===== src/rtl/adder_subtractor_control.sv =====
// Operand-handshake controller for an external 8-bit add/subtract datapath.
// Optional signed-overflow flag is compiled in with `define OVERFLOW_DETECT_EN.
module adder_subtractor_control (
    input  logic       clk,
    input  logic       reset,
    input  logic       start,
    input  logic       op,
    input  logic [7:0] inbus,
    input  logic       in_valid,
    output logic       in_ready,
    output logic [7:0] dp_inbus_a,
    output logic [7:0] dp_inbus_b,
    output logic       dp_sub,
    output logic       dp_load,
    input  logic [7:0] dp_outbus,
    output logic [7:0] outbus,
    output logic       out_valid,
    input  logic       out_ready,
    output logic       busy
`ifdef OVERFLOW_DETECT_EN
    ,
    output logic       overflow
`endif
);

    typedef enum logic [2:0] {
        IDLE   = 3'd0,
        GET_A  = 3'd1,
        GET_B  = 3'd2,
        EXEC   = 3'd3,
        CAPT   = 3'd4,
        RESULT = 3'd5
    } state_t;

    state_t     r_state;
    state_t     w_state_next;
    logic [7:0] r_a;
    logic [7:0] r_b;
    logic       r_sub;
    logic [7:0] r_out;
    logic       w_xfer;

    assign w_xfer = in_valid && in_ready;

    always_comb begin
        w_state_next = r_state;
        in_ready     = 1'b0;
        dp_load      = 1'b0;
        out_valid    = 1'b0;
        busy         = 1'b1;
        case (r_state)
            IDLE: begin
                busy = 1'b0;
                if (start) w_state_next = GET_A;
            end
            GET_A: begin
                in_ready = 1'b1;
                if (in_valid) w_state_next = GET_B;
            end
            GET_B: begin
                in_ready = 1'b1;
                if (in_valid) w_state_next = EXEC;
            end
            EXEC: begin
                dp_load      = 1'b1;
                w_state_next = CAPT;
            end
            CAPT: begin
                w_state_next = RESULT;
            end
            RESULT: begin
                out_valid = 1'b1;
                if (out_ready) w_state_next = IDLE;
            end
            default: begin
                w_state_next = IDLE;
            end
        endcase
    end

    always_ff @(posedge clk) begin
        if (reset) begin
            r_state <= IDLE;
            r_a     <= 8'h00;
            r_b     <= 8'h00;
            r_sub   <= 1'b0;
            r_out   <= 8'h00;
        end else begin
            r_state <= w_state_next;
            if (r_state == IDLE && start) r_sub <= op;
            if (r_state == GET_A && w_xfer) r_a <= inbus;
            if (r_state == GET_B && w_xfer) r_b <= inbus;
            if (r_state == CAPT) r_out <= dp_outbus;
        end
    end

`ifdef OVERFLOW_DETECT_EN
    logic r_ovf;
    logic w_ovf_next;

    // Subtract overflows when operand signs differ, add when they match.
    always_comb begin
        w_ovf_next = 1'b0;
        if (r_sub) w_ovf_next = (r_a[7] != r_b[7]) && (dp_outbus[7] != r_a[7]);
        else       w_ovf_next = (r_a[7] == r_b[7]) && (dp_outbus[7] != r_a[7]);
    end

    always_ff @(posedge clk) begin
        if (reset)                r_ovf <= 1'b0;
        else if (r_state == CAPT) r_ovf <= w_ovf_next;
    end

    assign overflow = r_ovf;
`endif

    assign dp_inbus_a = r_a;
    assign dp_inbus_b = r_b;
    assign dp_sub     = r_sub;
    assign outbus     = r_out;

endmodule


===== config.mk =====
export PLATFORM = sky130hd
export DESIGN_NAME = adder_subtractor_control
export DESIGN_NICKNAME = d
export VERILOG_FILES = /design/src/rtl/adder_subtractor_control.sv
export SDC_FILE = /design/constraint.sdc
export NUM_CORES = 1
export LEC_CHECK = 0
export BUFFER_PORTS_ARGS = -buffer_cell sky130_fd_sc_hd__buf_2
export CAP_MARGIN = 20
export CELL_PAD_IN_SITES_DETAIL_PLACEMENT = 0
export CELL_PAD_IN_SITES_GLOBAL_PLACEMENT = 1
export CORE_MARGIN = 1
export CORE_UTILIZATION = 35
export CTS_CLUSTER_DIAMETER = 30
export CTS_CLUSTER_SIZE = 24
export DETAILED_ROUTE_END_ITERATION = 7
export PLACE_DENSITY = 0.82
export SYNTH_ARGS = -nofsm -noshare
export SYNTH_HDL_FRONTEND = slang
export SYNTH_SLANG_ARGS = --single-unit

===== constraint.sdc =====
create_clock -name clk -period 3.33 [get_ports clk]
set_clock_uncertainty 0.05 [all_clocks]
set_input_delay 0.1665 -clock clk [delete_from_list [all_inputs] [get_ports clk]]
set_output_delay 0.1665 -clock clk [all_outputs]
set_load 0.05 [all_outputs]

==> summary.md <==
| Metric | Value |
|---|---|
| Status | `completed` |
| Post-DR wirelength/cell | `10.5 microns` |
| CTS max path bufs | `2` |
| PD cells | `454 nW/um^2` |
| Post-Syn Area | `1120 sq um` |
| Yosys warnings | `0` |
| Worst Tran Pin Value | `0.498 ns` |
| Synth area leaders | `dfxtp_1, mux2i_1, nor2_1` |
| Part of the power in registers | `56.6%` |
| Fmax | `0.601 GHz` |
| Final Setup Violations | `0` |
| Leak Pwr | `0.632 nW` |
| Die X | `58.6 microns` |
| Final setup TNS | `0 ns` |
| Worst Setup End Kind | `primary output` |
| Crit path arrival time | `1.45 ns` |
| Synth cell types | `22` |
| Worst-path clk slew | `0.14 ns` |
| Maximum capacitance violations | `0` |
| Crit-path cells | `nand2b_1 > a21oi_1 > buf_2` |
| Flops & latches, synth | `28` |
| Largest net degree at the start of global routing | `29` |
| Met1 Use GR | `16.3%` |
| RSZ-0062 raised after global routing | `false` |
| Grt total ovfl | `0` |
| Cts hold-fix bufs | `0` |
| M2 GR Usage | `21.8%` |
| Mux cell area share after synthesis | `15.2%` |
| Synth Area in Compound Gates | `7.71%` |
| # diodes | `0` |
| Row count | `20` |
| CP required | `3.11 ns` |
| GPL Wtd Cong | `0.767` |
| Die H | `58.6 microns` |
| Slowest-stage cell, CP | `dfxtp_1` |
| Via count | `937` |
| First DRT Iteration DRCs | `42` |
| Min cycle time layout | `1.66 ns` |
| Layout Cells excl Fill | `206` |
| CTS Buf Count | `3` |
| Port buffer count | `50` |
| Global-route wire length before repair | `3470 microns` |
| Clock network power share | `24.8%` |
| Synth Area in Simple Gates | `20.6%` |
| Antenna viol nets, final | `0` |
| Max VDD drop | `240 uV` |
| Final #Nets | `185` |
| R2R depth | `3` |
| Total GRT Usage | `12.9%` |
| Pins Over Slew Limit | `0` |
| Largest family of logic cells by synthesized area | `simple AND/OR/NAND/NOR gates` |
| Post-synthesis adder-cell area fraction | `0%` |
| Normalized max-slew margin | `66.8%` |
| Mapped Cells | `117` |
| DRT Pass-1 Iters | `2` |
| Yosys top cell by area | `dfxtp_1` |
| DRC viols | `0` |
| Reg-to-reg startpoint | `r_state[0]$_SDFFE_PP0P_` |
| Fillers | `318` |
| Combinational share of power | `18.6%` |
| Post-CTS setup buffers | `0` |
| Layout cells sized above 1 | `34.6%` |
| Core area | `3050 sq um` |
| CP Class | `flop to primary output` |
| Switching power | `0.182 mW` |
| Resized Gates After CTS | `0` |
| Syn_nets | `139` |
| Busiest grt layer | `met2` |
| GRT met3 Usage | `3.08%` |
| Via density | `4.55` |
| CP Max Fanout | `12` |
| Reg-to-reg slack, setup | `1.73 ns` |
| Vias in the first global route | `823` |
| Initial antenna violation count | `0` |
| Post-synthesis xor/xnor area fraction | `0%` |
| Commonest non-fill, non-tap cells in the layout | `buf_2, dfxtp_1, nor2_1` |
| Post-Route WL | `2160 microns` |
| Clk root buf | `clkbuf_4` |
| P&R area growth vs syn | `24.7%` |
| Initial Utilization | `36.7%` |
| CTS sink count | `28` |
| Post-layout util | `45.7%` |
| Dpl hpwl | `1600 microns` |
| Sequential share of the synthesized area | `50.1%` |
| H-tree Lvls | `1` |
| Hold endpoint | `outbus[6]$_SDFFE_PP0N_` |
| Switching Fraction | `28.7%` |
| Inst Count DP | `202` |
| Slowest stage delay, CP | `0.56 ns` |
| I/O pin cnt | `51` |
| Post-synth top area share | `50.1%` |
| Post-Syn Area per Cell | `9.57 sq um` |
| Hold Startpoint | `dp_outbus[6]` |
| Int Power | `0.452 mW` |
| Min Hold Slack | `0.0212 ns` |
| Hold path depth | `3` |
| Worst Hold Class | `input pin to flop` |
| CTS tree | `done` |
| Worst-skew pair later-pin latency | `0.31 ns` |
| Fin crit share | `50.0%` |
| End of the worst register-to-register path | `dp_inbus_a[3]$_SDFFE_PP0P_` |
| CP startpoint kind | `flop` |
| Endpoints failing hold | `0` |
| Commonest non-fill, non-tap cell in the layout | `buf_2` |
| Die ar. | `3430 sq um` |
[worst max-delay path, delay by kind of cell, from the launching register on]
family / cells / cell delay (ns)
compound gates: 1 / 0.17
buf+inv: 1 / 0.28
flops: 1 / 0.56
simple gates: 1 / 0.12
[cells by family (layout without fill, tap and decap cells)]
logic type             after synthesis  count (layout)
and+or+nand+nor                     46              46
DFF                                 28              28
AOI/OAI and AO/OA                   15              15
muxes                               17              17
buffers and inverters               11              56
[synth_stat cells]
library cell   n
o211a_1        1
buf_2          1
and4bb_1       2
mux2i_1       17
nor3b_2        1
clkbuf_1       3
nand3_1        1
nand3b_1       1
or3b_1         1
inv_1          2
a21oi_1       11
nor2_1        18
a211oi_1       1
or3_1          1
buf_6          3
nand2b_1       3
buf_4          2
nand2_1       17
a21o_1         1
nor4b_2        1
a31oi_1        1
dfxtp_1       28
[registers in the layout, summed over array words and instances (netlist names)]
name        cells
dp_inbus_a      8
dp_inbus_b      8
outbus          8
r_state         3
dp_sub          1
[stage by stage]
step,setup slack (ns),area (sq um),total power [mW]
after global routing,1.56,1400,0.662
after floorplan,1.73,1120,0.458
after CTS,1.67,1400,0.644
after global placement,1.76,1360,0.483
after detailed placement,1.72,1360,0.484
final,1.67,1400,0.633
[how the worst max path moves through the flow]
stage / start / cells past startpoint / endpoint / slack, ns
floorplan: r_state[1]$_SDFFE_PP0P_ / 3 / in_ready / 1.73
global placement: r_state[0]$_SDFFE_PP0P_ / 3 / dp_inbus_a[5]$_SDFFE_PP0P_ / 1.76
detailed placement: r_state[0]$_SDFFE_PP0P_ / 3 / dp_inbus_a[3]$_SDFFE_PP0P_ / 1.72
CTS: r_state[1]$_SDFFE_PP0P_ / 3 / in_ready / 1.67
global route: r_state[1]$_SDFFE_PP0P_ / 3 / in_ready / 1.56
finish: r_state[0]$_SDFFE_PP0P_ / 3 / in_ready / 1.67
[power by group through the flow]
| stage | registers (mW) | logic, mW | clock network (mW) |
|---|---|---|---|
| finish | 0.358 | 0.118 | 0.157 |
| global route | 0.361 | 0.126 | 0.176 |
| CTS | 0.358 | 0.119 | 0.167 |
| detailed placement | 0.366 | 0.119 | 0 |
| global placement | 0.365 | 0.118 | 0 |
| floorplan | 0.392 | 0.0663 | 0 |
[cell type report]
cell class                 count  area [sq um]  share of cell area [%]
clock buffer                   4          36.3                    2.60
sequential                    28           561                    40.1
tap                           44          55.1                    3.94
timing repair buffer          50           250                    17.9
inverter                       2          7.51                   0.538
multi-input combinational     78           487                    34.9
[routing by layer]
| layer | wire length, microns | share of wire [%] |
|---|---|---|
| met3 | 163 | 7.5 |
| met5 | 0 | 0 |
| met2 | 989 | 46 |
| met4 | 13 | 0.60 |
| met1 | 993 | 46 |
(Power assumes the default switching activity.)
